File: config.mk
export PLATFORM = sky130hd
export DESIGN_NAME = axis_ingress
export DESIGN_NICKNAME = d
export VERILOG_FILES = /design/src/rtl/axis_pkg.sv /design/src/rtl/axis_skid_buffer.sv /design/src/rtl/axis_ingress.sv
export SDC_FILE = /design/constraint.sdc
export NUM_CORES = 1
export LEC_CHECK = 0
export ABC_CLOCK_PERIOD_IN_PS = 2270
export BUFFER_PORTS_ARGS = -buffer_cell sky130_fd_sc_hd__buf_2
export CAP_MARGIN = 20
export CORE_MARGIN = 8
export CORE_UTILIZATION = 55
export DETAILED_ROUTE_END_ITERATION = 6
export GPL_TIMING_DRIVEN = 0
export PLACE_DENSITY = 0.83
export SYNTH_ARGS = -nofsm -noshare
export SYNTH_HDL_FRONTEND = slang
export SYNTH_SLANG_ARGS = --single-unit
File: constraint.sdc
create_clock -name clk -period 2.27 [get_ports clk]
set_input_delay 0.227 -clock clk [delete_from_list [all_inputs] [get_ports clk]]
set_output_delay 0.227 -clock clk [all_outputs]
set_load 0.05 [all_outputs]
File: src/rtl/axis_pkg.sv
// Shared types for the AXI-Stream ingress/egress blocks.
package axis_pkg;

  typedef enum logic [1:0] {
    IDLE,
    IN_FRAME,
    DROP
  } ingress_state_e;

  localparam int unsigned TUSER_ERR_BIT = 0;

endpackage

File: src/rtl/axis_skid_buffer.sv
// Two-entry AXI-Stream register slice: full throughput with a registered s_tready.
module axis_skid_buffer #(
  parameter int unsigned DATA_WIDTH = 8,
  parameter int unsigned USER_WIDTH = 1
) (
  input  logic                  clk,
  input  logic                  rst_n,
  input  logic [DATA_WIDTH-1:0] s_tdata,
  input  logic                  s_tvalid,
  output logic                  s_tready,
  input  logic                  s_tlast,
  input  logic [USER_WIDTH-1:0] s_tuser,
  output logic [DATA_WIDTH-1:0] m_tdata,
  output logic                  m_tvalid,
  input  logic                  m_tready,
  output logic                  m_tlast,
  output logic [USER_WIDTH-1:0] m_tuser
);

  logic                  main_valid_q, main_valid_d;
  logic [DATA_WIDTH-1:0] main_data_q, main_data_d;
  logic                  main_last_q, main_last_d;
  logic [USER_WIDTH-1:0] main_user_q, main_user_d;
  logic                  skid_valid_q, skid_valid_d;
  logic [DATA_WIDTH-1:0] skid_data_q, skid_data_d;
  logic                  skid_last_q, skid_last_d;
  logic [USER_WIDTH-1:0] skid_user_q, skid_user_d;
  logic                  ready_q, ready_d;
  logic                  accept;

  assign accept = s_tvalid & ready_q;

  always_comb begin
    main_valid_d = main_valid_q;
    main_data_d  = main_data_q;
    main_last_d  = main_last_q;
    main_user_d  = main_user_q;
    skid_valid_d = skid_valid_q;
    skid_data_d  = skid_data_q;
    skid_last_d  = skid_last_q;
    skid_user_d  = skid_user_q;
    if (!main_valid_q || m_tready) begin
      // Main slot is free or draining: refill from skid first to keep order.
      if (skid_valid_q) begin
        main_valid_d = 1'b1;
        main_data_d  = skid_data_q;
        main_last_d  = skid_last_q;
        main_user_d  = skid_user_q;
        skid_valid_d = 1'b0;
      end else begin
        main_valid_d = accept;
        if (accept) begin
          main_data_d = s_tdata;
          main_last_d = s_tlast;
          main_user_d = s_tuser;
        end
      end
    end else if (accept) begin
      skid_valid_d = 1'b1;
      skid_data_d  = s_tdata;
      skid_last_d  = s_tlast;
      skid_user_d  = s_tuser;
    end
    ready_d = !skid_valid_d;
  end

  always_ff @(posedge clk or negedge rst_n) begin
    if (!rst_n) begin
      main_valid_q <= 1'b0;
      main_data_q  <= '0;
      main_last_q  <= 1'b0;
      main_user_q  <= '0;
      skid_valid_q <= 1'b0;
      skid_data_q  <= '0;
      skid_last_q  <= 1'b0;
      skid_user_q  <= '0;
      ready_q      <= 1'b0;
    end else begin
      main_valid_q <= main_valid_d;
      main_data_q  <= main_data_d;
      main_last_q  <= main_last_d;
      main_user_q  <= main_user_d;
      skid_valid_q <= skid_valid_d;
      skid_data_q  <= skid_data_d;
      skid_last_q  <= skid_last_d;
      skid_user_q  <= skid_user_d;
      ready_q      <= ready_d;
    end
  end

  assign s_tready = ready_q;
  assign m_tvalid = main_valid_q;
  assign m_tdata  = main_data_q;
  assign m_tlast  = main_last_q;
  assign m_tuser  = main_user_q;

endmodule

File: src/rtl/axis_ingress.sv
// Receive-side AXI-Stream front end: skid buffering, beat counting, oversize truncation.
// Optional frame statistics counters are enabled by defining AXIS_INGRESS_STATS_EN.
module axis_ingress
  import axis_pkg::*;
#(
  parameter int unsigned DATA_WIDTH      = 8,
  parameter int unsigned USER_WIDTH      = 1,
  parameter int unsigned MAX_FRAME_BEATS = 1518
) (
  input  logic                                   clk,
  input  logic                                   rst_n,
  input  logic [DATA_WIDTH-1:0]                  s_tdata,
  input  logic                                   s_tvalid,
  output logic                                   s_tready,
  input  logic                                   s_tlast,
  input  logic [USER_WIDTH-1:0]                  s_tuser,
  output logic [DATA_WIDTH-1:0]                  m_tdata,
  output logic                                   m_tvalid,
  input  logic                                   m_tready,
  output logic                                   m_tlast,
  output logic [USER_WIDTH-1:0]                  m_tuser,
  output logic                                   frame_done,
  output logic [$clog2(MAX_FRAME_BEATS+1)-1:0]   frame_beats,
  output logic                                   frame_trunc
`ifdef AXIS_INGRESS_STATS_EN
  ,
  output logic [31:0]                            stat_frames,
  output logic [31:0]                            stat_trunc
`endif
);

  localparam int unsigned CntW = $clog2(MAX_FRAME_BEATS + 1);

  ingress_state_e        state_q, state_d;
  logic [CntW-1:0]       count_q, count_d;
  logic                  frame_done_q, frame_done_d;
  logic [CntW-1:0]       frame_beats_q, frame_beats_d;
  logic                  frame_trunc_q, frame_trunc_d;

  logic                  buf_ready;
  logic                  buf_valid;
  logic                  buf_last;
  logic [USER_WIDTH-1:0] buf_user;
  logic                  accept;
  logic                  at_limit;
  logic                  trunc_beat;

  // While dropping, the tail of the frame is swallowed without touching the buffer.
  assign s_tready   = (state_q == DROP) | buf_ready;
  assign accept     = s_tvalid & s_tready;
  assign at_limit   = (count_q == CntW'(MAX_FRAME_BEATS - 1));
  assign trunc_beat = (state_q != DROP) & at_limit & !s_tlast;
  assign buf_valid  = s_tvalid & (state_q != DROP);
  assign buf_last   = s_tlast | trunc_beat;

  always_comb begin
    buf_user                = s_tuser;
    buf_user[TUSER_ERR_BIT] = s_tuser[TUSER_ERR_BIT] | trunc_beat;
  end

  axis_skid_buffer #(
    .DATA_WIDTH (DATA_WIDTH),
    .USER_WIDTH (USER_WIDTH)
  ) u_skid (
    .clk      (clk),
    .rst_n    (rst_n),
    .s_tdata  (s_tdata),
    .s_tvalid (buf_valid),
    .s_tready (buf_ready),
    .s_tlast  (buf_last),
    .s_tuser  (buf_user),
    .m_tdata  (m_tdata),
    .m_tvalid (m_tvalid),
    .m_tready (m_tready),
    .m_tlast  (m_tlast),
    .m_tuser  (m_tuser)
  );

  always_comb begin
    state_d       = state_q;
    count_d       = count_q;
    frame_done_d  = 1'b0;
    frame_beats_d = frame_beats_q;
    frame_trunc_d = frame_trunc_q;
    unique case (state_q)
      IDLE, IN_FRAME: begin
        if (accept) begin
          if (s_tlast || at_limit) begin
            frame_done_d  = 1'b1;
            frame_beats_d = count_q + CntW'(1);
            frame_trunc_d = !s_tlast;
            count_d       = '0;
            state_d       = s_tlast ? IDLE : DROP;
          end else begin
            count_d = count_q + CntW'(1);
            state_d = IN_FRAME;
          end
        end
      end
      DROP: begin
        if (accept && s_tlast) state_d = IDLE;
      end
      default: state_d = IDLE;
    endcase
  end

  always_ff @(posedge clk or negedge rst_n) begin
    if (!rst_n) begin
      state_q       <= IDLE;
      count_q       <= '0;
      frame_done_q  <= 1'b0;
      frame_beats_q <= '0;
      frame_trunc_q <= 1'b0;
    end else begin
      state_q       <= state_d;
      count_q       <= count_d;
      frame_done_q  <= frame_done_d;
      frame_beats_q <= frame_beats_d;
      frame_trunc_q <= frame_trunc_d;
    end
  end

  assign frame_done  = frame_done_q;
  assign frame_beats = frame_beats_q;
  assign frame_trunc = frame_trunc_q;

`ifdef AXIS_INGRESS_STATS_EN
  logic [31:0] stat_frames_q, stat_trunc_q;

  always_ff @(posedge clk or negedge rst_n) begin
    if (!rst_n) begin
      stat_frames_q <= '0;
      stat_trunc_q  <= '0;
    end else if (frame_done_q) begin
      stat_frames_q <= stat_frames_q + 32'd1;
      if (frame_trunc_q) stat_trunc_q <= stat_trunc_q + 32'd1;
    end
  end

  assign stat_frames = stat_frames_q;
  assign stat_trunc  = stat_trunc_q;
`endif

endmodule

==> results of run 1 <==
==> power breakdown <==
group	switching, mW	internal, mW
sequential	0.0879	1.03
combinational	0.542	0.218
clock	0.280	0.320
total	0.910	1.57
==> cell type report <==
class | instances | area (um2) | area share, %
flip-flops and latches | 49 | 1230 | 45.1
plain buffers | 13 | 73.8 | 2.71
clock inverters | 2 | 35.0 | 1.29
clock buffers | 5 | 68.8 | 2.53
multi-input cells | 154 | 1020 | 37.5
repair buffers | 40 | 220 | 8.09
well taps | 50 | 62.6 | 2.30
inverters | 4 | 15.0 | 0.552
==> how the worst min path moves through the flow <==
stage                from                     to  slack [ns]  cells after the start
2_1_floorplan       rst_n             count_q[0]       -0.07                      0
3_3_place_gp        rst_n         frame_beats[0]        0.47                      1
3_5_place_dp   state_q[1]             state_q[0]        0.47                      1
4_1_cts             rst_n             count_q[0]        0.16                      1
5_1_grt        s_tdata[3]  u_skid.skid_data_q[3]        0.16                      2
6_report       s_tdata[5]  u_skid.skid_data_q[5]        0.17                      2
==> routing by layer <==
layer  vias to the layer above  track usage [%]  routed length, um
li1                        884                -                  -
met1                       886             21.2               2170
met2                        46             27.3               2580
met3                        11             3.75                232
met4                         0             6.96                117
met5                         -                0                  0
==> registers in the layout (all words and copies together), names as in the netlist <==
name,flops
count_q,11
frame_beats,11
u_skid.m_tdata,8
u_skid.skid_data_q,8
state_q,2
frame_done,1
frame_trunc,1
u_skid.m_tlast,1
u_skid.m_tuser,1
u_skid.m_tvalid,1
u_skid.s_tready,1
u_skid.skid_last_q,1
u_skid.skid_user_q,1
u_skid.skid_valid_q,1
==> worst max-delay path, delay by kind of cell (launching register included) <==
family                   cells  cell delay [ns]
buffers and inverters        1             0.28
flip-flops                   1             0.46
adder cells (fa/ha/maj)      1             0.25
AO/OA/AOI/OAI                3             0.54
AND/OR/NAND/NOR              1             0.23
==> cells in the final DEF (no fill, tap or decap), types with 2 or more instances in the layout <==
| cell | count |
|---|---|
| xnor2_1 | 6 |
| mux2_2 | 9 |
| nor2_1 | 14 |
| buf_2 | 42 |
| nor3_1 | 3 |
| nor2b_1 | 4 |
| nand2_1 | 8 |
| xor2_1 | 3 |
| a22o_1 | 7 |
| ha_1 | 2 |
| inv_1 | 4 |
| a211oi_1 | 2 |
| o21ai_1 | 9 |
| dfrtp_1 | 49 |
| buf_4 | 3 |
| o21ai_0 | 22 |
| clkbuf_8 | 5 |
| nand3_1 | 6 |
| mux2i_1 | 11 |
| and4_1 | 2 |
| and3_1 | 2 |
| a21o_1 | 3 |
| clkbuf_1 | 4 |
| a21oi_1 | 23 |
| nand2b_1 | 4 |
==> stage by stage <==
step / total power, mW / area, um2
after global placement: 1.86 / 2590
after floorplan: 1.68 / 2330
after global routing: 2.60 / 2720
after CTS: 2.48 / 2690
after detailed placement: 1.89 / 2590
final: 2.48 / 2720
==> cells by family (layout without fill, tap and decap cells) <==
kind of cell | Yosys count | in the layout | share of synthesized area (%)
mux | 20 | 20 | 9.06
buf+inv | 17 | 64 | 3.80
flops | 49 | 49 | 52.5
fa+ha+maj | 2 | 2 | 1.07
xor+xnor | 9 | 9 | 3.38
compound gates | 73 | 73 | 18.9
simple gates | 50 | 50 | 11.3
==> metrics, run 1 <==
run status=completed; synth unique cells=40; total negative setup slack=0 ns; critical path fanouts, max=10; Clock Latency Late Sink=0.30 ns; Place WS=0.483 ns; # placed instances=308; Ant. Diodes=0; Worst Max-Slew Pin Slew=0.740 ns; I/O pin count=39; Max Slew Vio Count=0; Critical path origin=count_q[0]; worst setup path class=register to register; RePlAce Congestion=0.846; Worst Path Arrival=2.06 ns; Primary FF master, synth=dfrtp_1; Total GRT Usage=16.8%; syn avg cell area=10.6 um2; Layout area overhead=16.6%; Mapped Cells=220; worst path cell trace=ha_1, and4bb_1, a41oi_2, clkbuf_2, o21ai_0, o21ai_1; Post-CTS Hold Fix Bufs=0; Register-to-Register Path Depth=6; fillers=327; fin cells=317; post-CTS sizing=0; die height=81.2 um; largest net degree at the start of global routing=50; number of synthesized register bits=49; RSZ-0062 raised after global routing=false; peak supply drop=0.456 mV; post-synth top area share=52.5%; CTS tree=built; mean routed wirelength per cell=16.1 um; fin crit share=80.8%; synthesis warning total=0; via count=1827; Post-Synthesis Cell Area=0.00233 mm2; final setup margin=0.436 ns; data required time of the worst path=2.50 ns; Tmin final=1.83 ns; row count=23; final WL=5100 um; Hold WC Path Type=input port to register; worst r2r src=count_q[0]; drt initial violations=128; top cell type by total area after synthesis=dfrtp_1; Clock Tree Root=clkbuf_8; initial antenna violation count=0; Num Clock Sinks=49; Max Fclk=545 MHz; Routed Antenna Nets=0; main area contributors after synthesis=dfrtp_1 53%, a21oi_1 4.9%, mux2i_1 4.7%; power per cell area=910 mW/mm2; Worst R2R Setup Slack=0.44 ns; Via density=5.76; Critical Path End=frame_beats[9]; clock skew=0.00568 ns; syn_nets=236; Max-Cap Viols=0; register area share after synthesis=52.5%; setup bufs post-CTS=0; first-pass GRT wire length=8670 um; Setup Viol. Count Final=0; Post-synth ARST share=100%; Slew HR=50.5%; Initial Utilization=57.5%; CTS buffer count=5; vias in the first global route=1835; clk slew on worst S/H paths=0.09 ns; Die W=81.2 um; Remaining DRCs=0; Crit path largest cell delay=0.46 ns; Die ar.=0.00659 mm2; most common cell in the synthesized netlist=dfrtp_1; total global routing overflow=0; CP max stage cell=dfrtp_1; Buffers on Ports=38; DRT Pass-1 Iters=4; core area=0.00406 mm2; Min Hold Slack=0.166 ns; DP Wirelength=3660 um; Final nets=283; CP endpoint kind=register; Fin. Hold Viols=0; worst reg2reg path endpoint=frame_beats[9]; depth of the CTS H-tree=2; clock buffer depth=2; Commonest cells post-synth=49 x dfrtp_1, 23 x a21oi_1, 22 x o21ai_0; layout cells sized above 1=25.8%; Post-synth EDFFs=0; Core Util, Final=67.1%; crit path launch type=register; Lkg Pwr=1.25 nW
(Power assumes the default switching activity.)
==> run 2: changes to the inputs <==
ABC_CLOCK_PERIOD_IN_PS = 1900   (was 2270)
clock period = 1.9 ns   (was 2.27 ns; I/O delays follow)
==> run 2 against run 1 <==
First-iteration DRC count is 16% higher. Critical path depth is the same. Clock skew is 0.0012 ns higher. Flip-flop and latch count stayed put. Clock power increased by 20%. Global-route usage unchanged. Critical path type unchanged. Critical endpoint is now u_skid.m_tuser.
==> metrics, run 2 (synthesis results as in run 1) <==
run status=completed (unchanged); Top Family by Delay on Critical Path=simple AND/OR/NAND/NOR gates (was compound AO/OA/AOI/OAI gates); Die W=81.2 um (unchanged); worst setup path class=register to register (unchanged); worst r2r src=count_q[0] (unchanged); critical path buffer and inverter count=1 (unchanged); final WL=5180 um (was 5100 um); Routed Antenna Nets=0 (unchanged); Hold WC Path Type=input port to register (unchanged); Worst Max-Slew Pin Slew=0.734 ns (was 0.740 ns); Hold Path Sink=state_q[1] (was u_skid.skid_data_q[5]); RSZ-0062 raised after global routing=false (unchanged); drt initial violations=149 (was 128); worst reg2reg path endpoint=u_skid.m_tuser (was frame_beats[9]); Max Slew Vio Count=0 (unchanged); Num Clock Sinks=49 (unchanged); Max-Cap Viols=0 (unchanged); Initial Utilization=57.5% (unchanged); DP Wirelength=3660 um (unchanged); via count=1835 (was 1827); Via density=5.79 (was 5.76); clk slew on worst S/H paths=0.09 ns (about the same); Total GRT Usage=16.8% (unchanged); mean routed wirelength per cell=16.3 um (was 16.1 um); CP endpoint kind=register (unchanged); Min Hold Slack=0.121 ns (was 0.166 ns); largest net degree at the start of global routing=50 (unchanged); Worst R2R Setup Slack=0.10 ns (was 0.44 ns); Remaining DRCs=0 (unchanged); core area=0.00406 mm2 (unchanged); highest-count cells in the layout ignoring fill and taps=48 x dfrtp_1, 42 x buf_2, 23 x a21oi_1 (was 49 x dfrtp_1, 42 x buf_2, 23 x a21oi_1); Core Util, Final=68.0% (was 67.1%); total global routing overflow=0 (unchanged); Buffers on Ports=38 (unchanged); depth of the CTS H-tree=2 (unchanged); Tmin final=1.80 ns (was 1.83 ns); clock buffer depth=2 (unchanged); die height=81.2 um (unchanged); data required time of the worst path=2.08 ns (was 2.50 ns); Setup Viol. Count Final=0 (unchanged); fin crit share=94.5% (was 80.8%); power per cell area=1080 mW/mm2 (was 910 mW/mm2); CTS buffer count=5 (unchanged); critical path fanouts, max=6 (was 10); Clock Latency Late Sink=0.30 ns (about the same); most common cell after layout, fill and taps aside=dfrtp_1 (unchanged); Worst Path Arrival=1.97 ns (was 2.06 ns); peak supply drop=0.545 mV (was 0.456 mV); worst path cell trace=ha_1, and4bb_2, and4_1, buf_4, a211oi_1, o21ai_0 (was ha_1, and4bb_1, a41oi_2, clkbuf_2, o21ai_0, o21ai_1); DRT Pass-1 Iters=4 (unchanged); Die ar.=0.00659 mm2 (unchanged); Max Fclk=557 MHz (was 545 MHz); Clock Tree Root=clkbuf_8 (unchanged); I/O pin count=39 (unchanged); Slew HR=51.0% (was 50.5%); Layout area overhead=18.1% (was 16.6%); total negative setup slack=0 ns (unchanged); crit path launch type=register (unchanged); CP max stage cell=dfrtp_2 (was dfrtp_1); Final nets=283 (unchanged); first-pass GRT wire length=8670 um (unchanged); Crit path largest cell delay=0.46 ns (about the same); layout cells sized above 1=27.3% (was 25.8%); Hold Path Depth=2 (unchanged); Register-to-Register Path Depth=6 (unchanged); Ant. Diodes=0 (unchanged); CTS tree=built (unchanged); Lkg Pwr=1.24 nW (was 1.25 nW); Fin. Hold Viols=0 (unchanged); RePlAce Congestion=0.846 (unchanged); row count=23 (unchanged); initial antenna violation count=0 (unchanged); Hold Crit Start=s_tvalid (was s_tdata[5]); vias in the first global route=1835 (unchanged); Power, Total=2.97 mW (was 2.48 mW); clock skew=0.00685 ns (was 0.00568 ns)
==> run 2: layer usage <==
layer	track usage (%)	share of wire, %	wire, um	vias up
met5	0	0	0	-
met4	6.96	2.6	133	0
met3	3.75	5.3	272	13
met2	27.3	50	2570	47
met1	21.2	43	2210	892
li1	-	-	-	883
==> run 2: how the worst max path moves through the flow <==
stage	start	endpoint	slack (ns)	cells after the start
after CTS	count_q[0]	frame_beats[9]	0.07	6
after global placement	count_q[0]	u_skid.m_tlast	0.15	6
after floorplan	u_skid.m_tvalid	u_skid.skid_data_q[0]	0.19	4
after global routing	count_q[1]	frame_beats[9]	0.002	7
after detailed placement	count_q[0]	u_skid.m_tlast	0.11	6
final	count_q[0]	u_skid.m_tuser	0.10	6
==> run 2: stage by stage <==
step | instance area [um2] | setup slack [ns] | std cells
3_5_place_dp | 2590 | 0.113 | 308
2_1_floorplan | 2330 | 0.189 | 220
3_3_place_gp | 2590 | 0.147 | 308
5_1_grt | 2760 | 0.00229 | 317
6_report | 2760 | 0.105 | 317
4_1_cts | 2690 | 0.0670 | 315
==> run 2: timing repair <==
action,4_1_cts,5_1_grt
endpoints found under the hold margin,0,19
resized for setup,0,8
setup buffers,0,0
hold buffers,0,1
endpoints found under the setup margin,0,11
==> run 2: final cells by class <==
| cell class | count | area [um2] |
|---|---|---|
| Timing Repair Buffer | 40 | 220 |
| Sequential cell | 49 | 1230 |
| Inverter | 4 | 15.0 |
| Clock inverter | 2 | 35.0 |
| Fill cell | 321 | 1300 |
| Buffer | 13 | 76.3 |
| Tap cell | 50 | 62.6 |
| Multi-Input combinational cell | 154 | 1050 |
| Clock buffer | 5 | 68.8 |
==> run 2: where the power goes <==
group | leakage (nW) | internal [mW] | switching, mW
sequential | 0.617 | 1.23 | 0.106
clock | 0.0540 | 0.383 | 0.339
combinational | 0.574 | 0.263 | 0.649
==> run 3: changes to the inputs <==
ABC_AREA = 1   (was not set)
ABC_CLOCK_PERIOD_IN_PS = 1800   (was 1900)
PLACE_DENSITY = 0.84   (was 0.83)
clock period = 1.8 ns   (was 1.9 ns; I/O delays follow)
==> run 3 against run 2 <==
Cell count up 15%. Setup slack better by 0.10 ns. Via count up 0.33%. Synthesized area down 3.9%. Maximum frequency up 13%. Synthesized cell count up 20%. Power down 2.3%. Sequential power up 4%. Sequential share of layout area up 2.4 points. Clock skew up 0.0012 ns. Core utilization down 2.1 points. Non-clock buffer count down 8. Critical path type unchanged. Critical endpoint is now count_q[9].
==> metrics, run 3 <==
run status=completed (unchanged); Fin. Hold Viols=0 (unchanged); clock buffer depth=2 (unchanged); Worst Max-Slew Pin Slew=0.462 ns (was 0.734 ns); data required time of the worst path=2.00 ns (was 2.08 ns); Max Slew Vio Count=0 (unchanged); Final nets=328 (was 283); crit path launch type=register (unchanged); Ant. Diodes=0 (unchanged); via count=1841 (was 1835); largest net degree at the start of global routing=50 (unchanged); fillers=328 (was 321); I/O pin count=39 (unchanged); total global routing overflow=0 (unchanged); Die ar.=0.00638 mm2 (was 0.00659 mm2); Post-Synthesis Cell Area=0.00224 mm2 (was 0.00233 mm2); Commonest cells post-synth=98 x nand2_1, 49 x dfrtp_1, 23 x inv_1 (was 49 x dfrtp_1, 23 x a21oi_1, 22 x o21ai_0); met3 WL=288 um (was 272 um); Total GRT Usage=16.2% (was 16.8%); syn_nets=281 (was 236); Post-synth EDFFs=0 (unchanged); Min Hold Slack=0.0781 ns (was 0.121 ns); final WL=4760 um (was 5180 um); worst setup path class=register to register (unchanged); fin crit share=88.5% (was 94.5%); multi-input logic area=882 um2 (was 0.00105 mm2); register area share after synthesis=54.7% (was 52.5%); total negative setup slack=0 ns (unchanged); Worst Path Arrival=1.79 ns (was 1.97 ns); CP endpoint kind=register (unchanged); Post-synth ARST share=100% (unchanged); Die W=79.9 um (was 81.2 um); Hold WC Path Type=input port to register (unchanged); core area=0.00397 mm2 (was 0.00406 mm2); final setup margin=0.207 ns (was 0.105 ns); syn avg cell area=8.47 um2 (was 10.6 um2); Remaining DRCs=0 (unchanged); RePlAce Congestion=0.791 (was 0.846); Max Fclk=628 MHz (was 557 MHz); clk slew on worst S/H paths=0.09 ns (about the same); CTS buffer count=5 (unchanged); number of synthesized register bits=49 (unchanged); Setup Viol. Count Final=0 (unchanged); CTS tree=built (unchanged); Clock Latency Late Sink=0.31 ns (was 0.30 ns); RSZ-0062 raised after global routing=false (unchanged); initial antenna violation count=0 (unchanged); Clock Tree Root=clkbuf_8 (unchanged); main area contributors after synthesis=dfrtp_1 55%, nand2_1 16%, inv_1 3.8% (was dfrtp_1 53%, a21oi_1 4.9%, mux2i_1 4.7%); post-synth top area share=54.7% (was 52.5%); die height=79.9 um (was 81.2 um); power per cell area=1110 mW/mm2 (was 1080 mW/mm2); Primary FF master, synth=dfrtp_1 (unchanged); mean routed wirelength per cell=13.1 um (was 16.3 um); register area=0.00123 mm2 (about the same); most common cell after layout, fill and taps aside=nand2_1 (was dfrtp_1); top cell type by total area after synthesis=dfrtp_1 (unchanged); Metal-1 WL=2120 um (was 2210 um); layout cells sized above 1=20.4% (was 27.3%); first-pass GRT wire length=8070 um (was 8670 um); post-CTS sizing=0 (unchanged); Buffers on Ports=38 (unchanged); Num Clock Sinks=49 (unchanged); synth unique cells=28 (was 40); Slew HR=69.2% (was 51.0%); Mapped Cells=265 (was 220); critical path fanouts, max=7 (was 6); Place WS=0.230 ns (was 0.113 ns); Tmin final=1.59 ns (was 1.80 ns); DRT Pass-1 Iters=4 (unchanged); highest-count cells in the layout ignoring fill and taps=98 x nand2_1, 49 x dfrtp_1, 38 x buf_2 (was 48 x dfrtp_1, 42 x buf_2, 23 x a21oi_1); Initial Utilization=56.5% (was 57.5%); Routed Antenna Nets=0 (unchanged); Worst R2R Setup Slack=0.21 ns (was 0.10 ns); DP Wirelength=3380 um (was 3660 um); depth of the CTS H-tree=2 (unchanged); drt initial violations=119 (was 149); Lkg Pwr=1.36 nW (was 1.24 nW); most common cell in the synthesized netlist=nand2_1 (was dfrtp_1); Max-Cap Viols=0 (unchanged); routed length on met2=2250 um (was 2570 um); peak supply drop=0.628 mV (was 0.545 mV); vias in the first global route=1805 (was 1835); synthesis warning total=0 (unchanged); Via density=5.07 (was 5.79); Layout area overhead=16.6% (was 18.1%); row count=23 (unchanged); clock skew=0.00808 ns (was 0.00685 ns); Top Layer Used=met4 (unchanged)
==> run 3: cell families (layout without fill, tap and decap cells) <==
kind of cell               Yosys count  in the layout  share of synthesized area, %
and+or+nand+nor                    148            148                          28.9
xor gates and xnor gates             5              5                          1.95
AOI/OAI and AO/OA                   29             29                          7.36
adders and majority gates            2              2                          1.12
DFF                                 49             49                          54.7
buffers and inverters               32             80                          6.02
==> run 3: final cells by class <==
class,instances,share of cell area (%)
well taps,50,2.39
inverters,27,3.87
clock inverters,3,0.813
multi-input cells,184,33.7
clock buffers,5,2.63
repair buffers,40,8.42
plain buffers,5,1.29
flip-flops and latches,49,46.9
==> run 3: path summary, 6_finish.rpt <==
path,start,endpoint,depth (start not counted)
max,count_q[1],count_q[9],11
min,s_tdata[5],u_skid.skid_data_q[5],3
max reg2reg,count_q[1],count_q[9],11
min reg2reg,u_skid.skid_data_q[1],u_skid.skid_data_q[1],2
max in group asynchronous,rst_n,count_q[10],3
min in group asynchronous,rst_n,frame_beats[4],2
==> run 3: stage by stage <==
stage                     cell area, um2  power (mW)  utilization, %  std cells
after global placement              2500        2.24            62.9        353
after floorplan                     2240        2.03               -        265
after global routing                2620        3.07            65.9        363
after detailed placement            2500        2.26            62.9        353
after CTS                           2590        2.92            65.1        361
final                               2620        2.90            65.9        363
==> run 3: worst max-delay path, cell delays in order, from the launching register on <==
cell,delay (ns)
dfrtp_1,0.41
inv_1,0.08
ha_1,0.13
nand2_1,0.04
inv_1,0.06
nand2_2,0.06
nor2_4,0.16
nand2_1,0.09
nand2_2,0.14
inv_1,0.14
nand2_1,0.09
o21ai_0,0.07
==> run 3: timing repair <==
action / in CTS / in global routing
hold buffers: 0 / 1
hold endpoints to repair: 0 / 12
buffers inserted: 0 / 0
==> run 3: layer usage <==
metal / GRT usage, % / vias up
met2: 25.3 / 46
met4: 8.18 / 0
met5: 0 / -
met3: 5.18 / 9
met1: 19.7 / 854
li1: - / 932
==> run 3: where the power goes <==
part | switching, mW | internal (mW) | total, mW
Combinational | 0.654 | 0.212 | 0.866
Clock | 0.380 | 0.276 | 0.656
Sequential | 0.0993 | 1.28 | 1.38
